[config.mk]
export PLATFORM = sky130hd
export DESIGN_NAME = lcd_init_sequencer
export DESIGN_NICKNAME = d
export VERILOG_FILES = /design/src/rtl/lcd_seq_pkg.sv /design/src/rtl/lcd_seq_watchdog.sv /design/src/rtl/lcd_init_sequencer.sv
export SDC_FILE = /design/constraint.sdc
export NUM_CORES = 1
export LEC_CHECK = 0
export ABC_AREA = 1
export CAP_MARGIN = 20
export CORE_UTILIZATION = 50
export CTS_BUF_LIST = sky130_fd_sc_hd__clkbuf_16
export DETAILED_ROUTE_END_ITERATION = 7
export GPL_TIMING_DRIVEN = 0
export HOLD_SLACK_MARGIN = 0.1
export PLACE_DENSITY = 0.84
export SYNTH_ARGS = -nofsm -noshare
export SYNTH_HDL_FRONTEND = slang
export SYNTH_SLANG_ARGS = --single-unit
[constraint.sdc]
create_clock -name clk -period 4.1 [get_ports clk]
set_input_delay 1.025 -clock clk [delete_from_list [all_inputs] [get_ports clk]]
set_output_delay 1.025 -clock clk [all_outputs]
set_load 0.005 [all_outputs]
[src/rtl/lcd_seq_pkg.sv]
// Shared definitions for the table-driven LCD init sequencer.
// ROM entry layout: {opcode[1:0], payload[DATA_W-1:0]}.
package lcd_seq_pkg;

  // Payload width of the default 16-bit table build.
  localparam int unsigned ENTRY_DATA_W = 16;

  typedef enum logic [1:0] {
    OP_CMD   = 2'd0,
    OP_DATA  = 2'd1,
    OP_DELAY = 2'd2,
    OP_END   = 2'd3
  } opcode_t;

  typedef enum logic [3:0] {
    S_IDLE,
    S_FETCH,
    S_DECODE,
    S_BUS_ISSUE,
    S_BUS_WAIT,
    S_DLY_ISSUE,
    S_DLY_WAIT,
    S_NEXT,
    S_FINISH
  } state_t;

  // Builds one ROM word so table generators and benches share the encoding.
  function automatic logic [ENTRY_DATA_W+1:0] pack_entry(
    input opcode_t                   op,
    input logic [ENTRY_DATA_W-1:0]   payload
  );
    return {op, payload};
  endfunction

endpackage

[src/rtl/lcd_seq_watchdog.sv]
// Handshake watchdog for the LCD init sequencer.
// Counts cycles spent in a wait state; flags expiry on the last allowed cycle.
module lcd_seq_watchdog #(
  parameter int unsigned TIMEOUT_CYC = 65535
) (
  input  logic clk,
  input  logic rst,
  input  logic clear,
  input  logic waiting,
  output logic expired
);

  localparam int unsigned CW = (TIMEOUT_CYC > 1) ? $clog2(TIMEOUT_CYC) : 1;
  localparam logic [CW-1:0] LIMIT = CW'(TIMEOUT_CYC - 1);

  logic [CW-1:0] count;

  // Wait-cycle counter: cleared on the issue cycle, saturates at the limit.
  always_ff @(posedge clk or posedge rst) begin
    if (rst) begin
      count <= '0;
    end else if (clear) begin
      count <= '0;
    end else if (waiting && count != LIMIT) begin
      count <= count + 1'b1;
    end
  end

  assign expired = waiting && (count == LIMIT);

endmodule

[src/rtl/lcd_init_sequencer.sv]
// Table-driven LCD bring-up sequencer.
// Fetches {opcode,payload} entries from a synchronous ROM starting at seq_base
// and issues them as command/data bus writes or timer delays until END.
// Optional macro LCD_SEQ_TIMEOUT_EN adds a handshake watchdog (TIMEOUT_CYC).
module lcd_init_sequencer
  import lcd_seq_pkg::*;
#(
  parameter int unsigned DATA_W      = 16,
  parameter int unsigned ADDR_W      = 8,
  parameter int unsigned TIMEOUT_CYC = 65535
) (
  input  logic              clk,
  input  logic              rst,
  input  logic              start,
  input  logic [ADDR_W-1:0] seq_base,
  output logic [ADDR_W-1:0] rom_addr,
  input  logic [DATA_W+1:0] rom_data,
  output logic              bus_step,
  output logic              bus_dc,
  output logic [DATA_W-1:0] bus_data,
  input  logic              bus_done,
  output logic              delay_step,
  output logic [DATA_W-1:0] delay_value,
  input  logic              delay_done,
  output logic              lcd_cs_n,
  output logic              busy,
  output logic              done,
  output logic              error
);

  state_t              state, next_state;
  opcode_t             op;
  logic [DATA_W-1:0]   payload;
  logic                accept;
  logic                wait_hit;
  logic                timeout;
  logic                abort;
  logic                last_addr;

  assign op        = opcode_t'(rom_data[DATA_W+1:DATA_W]);
  assign payload   = rom_data[DATA_W-1:0];
  assign accept    = (state == S_IDLE) && start;
  assign last_addr = (rom_addr == '1);
  assign wait_hit  = ((state == S_BUS_WAIT) && bus_done) ||
                     ((state == S_DLY_WAIT) && delay_done);
  // A completion arriving in the limit cycle wins over the watchdog.
  assign abort     = timeout && !wait_hit;

`ifdef LCD_SEQ_TIMEOUT_EN
  lcd_seq_watchdog #(
    .TIMEOUT_CYC (TIMEOUT_CYC)
  ) u_watchdog (
    .clk     (clk),
    .rst     (rst),
    .clear   ((state == S_BUS_ISSUE) || (state == S_DLY_ISSUE)),
    .waiting ((state == S_BUS_WAIT) || (state == S_DLY_WAIT)),
    .expired (timeout)
  );

  // Abort flag: set by watchdog expiry, cleared by the next accepted start.
  always_ff @(posedge clk or posedge rst) begin
    if (rst) begin
      error <= 1'b0;
    end else if (accept) begin
      error <= 1'b0;
    end else if (abort) begin
      error <= 1'b1;
    end
  end
`else
  assign timeout = 1'b0;
  assign error   = 1'b0;
`endif

  // State register.
  always_ff @(posedge clk or posedge rst) begin
    if (rst) begin
      state <= S_IDLE;
    end else begin
      state <= next_state;
    end
  end

  // Next-state logic.
  always_comb begin
    next_state = state;
    unique case (state)
      S_IDLE:      if (start) next_state = S_FETCH;
      S_FETCH:     next_state = S_DECODE;
      S_DECODE: begin
        unique case (op)
          OP_CMD,
          OP_DATA:   next_state = S_BUS_ISSUE;
          OP_DELAY:  next_state = (payload == '0) ? S_NEXT : S_DLY_ISSUE;
          OP_END:    next_state = S_FINISH;
        endcase
      end
      S_BUS_ISSUE: next_state = S_BUS_WAIT;
      S_BUS_WAIT: begin
        if (bus_done)   next_state = S_NEXT;
        else if (abort) next_state = S_IDLE;
      end
      S_DLY_ISSUE: next_state = S_DLY_WAIT;
      S_DLY_WAIT: begin
        if (delay_done) next_state = S_NEXT;
        else if (abort) next_state = S_IDLE;
      end
      S_NEXT:      next_state = last_addr ? S_FINISH : S_FETCH;
      S_FINISH:    next_state = S_IDLE;
      default:     next_state = S_IDLE;
    endcase
  end

  // Handshake strobes decoded from state.
  always_comb begin
    bus_step   = (state == S_BUS_ISSUE);
    delay_step = (state == S_DLY_ISSUE);
  end

  // Registered datapath: address, latched entry fields and status levels.
  always_ff @(posedge clk or posedge rst) begin
    if (rst) begin
      rom_addr    <= '0;
      bus_dc      <= 1'b0;
      bus_data    <= '0;
      delay_value <= '0;
      lcd_cs_n    <= 1'b1;
      busy        <= 1'b0;
      done        <= 1'b0;
    end else begin
      unique case (state)
        S_IDLE: begin
          if (start) begin
            rom_addr <= seq_base;
            lcd_cs_n <= 1'b0;
            busy     <= 1'b1;
            done     <= 1'b0;
          end
        end
        S_DECODE: begin
          unique case (op)
            OP_CMD: begin
              bus_dc   <= 1'b0;
              bus_data <= payload;
            end
            OP_DATA: begin
              bus_dc   <= 1'b1;
              bus_data <= payload;
            end
            OP_DELAY: delay_value <= payload;
            OP_END:   ;
          endcase
        end
        S_BUS_WAIT,
        S_DLY_WAIT: begin
          if (abort) begin
            lcd_cs_n <= 1'b1;
            busy     <= 1'b0;
          end
        end
        // Top of the table acts as an implicit END; the address never wraps.
        S_NEXT: begin
          if (!last_addr) rom_addr <= rom_addr + 1'b1;
        end
        S_FINISH: begin
          lcd_cs_n <= 1'b1;
          busy     <= 1'b0;
          done     <= 1'b1;
        end
        default: ;
      endcase
    end
  end

endmodule

==> results_dict.tcl <==
set metrics [dict create \
    rsz0062_at_grt "no" \
    worst_ep_required_time_ns 3.07 \
    coreArea_um2 4817 \
    cts_buffers 5 \
    timing_worst_setup_path_type "reg -> out" \
    diodes 0 \
    drt_first_pass_iters 4 \
    ant_nets 0 \
    dp_hpwl_um 4283 \
    final_cell_mix "91 x nand2_1, 76 x clkdlybuf4s50_1, 47 x dfrtp_1, 33 x o21ai_2, 30 x inv_1" \
    yosys_warnings 0 \
    layout_commonest_cell "nand2_1" \
    ctsHoldBuffers 0 \
    synth-seq-cells 48 \
    overflow 0 \
    worstSkewPairLatency_ns 0.29 \
    max_freq_ghz 0.3636 \
    dp.cells 438 \
    grtUsageTotal 0.2302 \
    post_cts_buffers 0 \
    drive_gt1_frac 0.2401 \
    io_pins 78 \
    synth_top_flop_cell "dfrtp_1" \
    die_x_um 73.33 \
    fin_crit_sh 0.6708 \
    hold_class "reg -> reg" \
    ctsLongestPathBuffers 2 \
    viasPerCell 4.892 \
    rows 25 \
    period_minus_slack_ns 2.750 \
    instances_no_fill 446 \
    cts_tree "done" \
    initial_utilization 0.5281 \
    drv_cap 0 \
    power_mw 2.540 \
    slew_viol_final 0 \
    yosysUniqueCellTypes 31 \
    async_flop_share 1.000 \
    via_count 2182 \
    antenna_found_initial 0 \
    port_buffers 76 \
    synth-edff-count 0 \
    finish.instance_area_um2 3580 \
    routabilityCongestion 0.8252 \
    yosysSeqAreaShare 0.4727 \
    routedWlPerCell_um 12.72 \
    clk_pin_slew_ns 0.06 \
    finalHoldViolations 0 \
    power_density_nw_per_um2 709.5 \
    syn2layout_area_growth_pct 40.73 \
    syn_area_per_cell_um2 8.652 \
    placed_cell_area_um2 3408 \
    setup_viol 0 \
    cts-root-buf "clkbuf_16" \
    grt_max_degree 37 \
    die_area_um2 5377 \
    tns_ns 0 \
    end_kind "output port" \
    synth.cell_area_um2 2544 \
    syn_inst 294 \
    drt_iter0_markers 123 \
    drc 0 \
    wl_um 5671 \
    grt_pass1_wl_um 9384 \
    syn_nets 326 \
    fillCellCount 362 \
    post_cts_resized 0 \
    cts_sinks 48 \
    power.leakage_nw 1.723 \
    cp.arrival_ns 1.73 \
    chipHeight_um 73.33 \
    finalNetCount 410 \
    h-tree-depth 2 \
    status "finished, final reports clean" \
    grt_pass1_vias 2064 \
    critPathLaunchType "register" \
    critPathMaxFanout 5 \
    skew_ns 0.005115 \
    max-vdd-ir-drop_mv 0.4067 \
]
power by group:
part / total, mW / switching (mW) / internal [mW] / leakage [nW]
Combinational: 1.19 / 0.550 / 0.640 / 1.04
Clock: 0.473 / 0.183 / 0.290 / 0.0804
Sequential: 0.877 / 0.183 / 0.694 / 0.599
layer usage:
layer  track usage  vias up  wire length, µm
met4       0.06410        0               73
met3       0.04938        9              281
met5             0        -                0
li1              -     1089                -
met2        0.4156       66             2892
met1        0.2768     1018             2424
Yosys cell counts, types with 2 or more instances:
| cell type | instances | area, µm² |
|---|---|---|
| inv_2 | 5 | 18.77 |
| nor2_4 | 3 | 33.78 |
| dfrtp_1 | 47 | 1176 |
| buf_6 | 6 | 67.56 |
| nor3_1 | 2 | 10.01 |
| nand3_1 | 8 | 40.04 |
| nor2_1 | 20 | 75.07 |
| o21ai_2 | 33 | 289.0 |
| nor2_2 | 2 | 12.51 |
| nand2_1 | 91 | 341.6 |
| nand2_2 | 20 | 125.1 |
| o21ai_0 | 5 | 25.02 |
| o21bai_1 | 2 | 15.01 |
| nand2_4 | 3 | 33.78 |
| inv_1 | 31 | 116.4 |
per-stage QoR:
step / setup WS (ns) / hold slack [ns] / utilization
finish: 1.350 / 0.4753 / 0.7431
global route: 1.273 / 0.4995 / 0.7431
CTS: 1.337 / 0.4819 / 0.7431
detailed placement: 1.647 / 0.4667 / 0.7075
global placement: 1.034 / 0.4608 / 0.7034
floorplan: 1.932 / 0.4630 / -
final timing paths:
path / from / to / slack, ns / depth (start not counted)
hold / removal: bus_dc / bus_dc / 0.48 / 2
setup / recovery: state[3] / delay_step / 1.35 / 4
max in group asynchronous: rst / state[2] / 2.62 / 3
min in group asynchronous: rst / delay_value[2] / 1.00 / 2
hold reg to reg: bus_dc / bus_dc / 0.48 / 2
setup reg to reg: rom_addr[0] / rom_addr[7] / 2.52 / 7
logic make-up (layout without fill, tap and decap cells):
logic type | count (synthesis) | in the layout | share of synthesized area
adders and majority gates | 1 | 1 | 0.004918
DFF | 48 | 48 | 0.4727
buffers and inverters | 45 | 130 | 0.08706
and+or+nand+nor | 154 | 154 | 0.2868
other | 1 | 1 | 0.001474
AOI/OAI and AO/OA | 45 | 45 | 0.1471
final cells by class:
type	instances	area, µm²	share of cell area
sequential	48	1202	0.3359
timing repair buffer	77	780.7	0.2181
multi-input combinational	201	1120	0.3128
inverter	37	141.4	0.03950
clock inverter	3	46.29	0.01293
clock buffer	5	125.1	0.03495
buffer	8	80.08	0.02237
tap	67	83.83	0.02342
state kept, by name, indices dropped and copies added, names as in the netlist:
name	flops
delay_value	16
state	4
done	1
lcd_cs_n	1
bus_dc	1
rom_addr	8
busy	1
bus_data	16
critical path, cell delays in order, from the launching register on:
cell and delay (ns):
dfrtp_1 0.44, nor2_4 0.21, inv_1 0.11, nor3_1 0.16
clkdlybuf4s50_1 0.53
(Power assumes the default switching activity.)
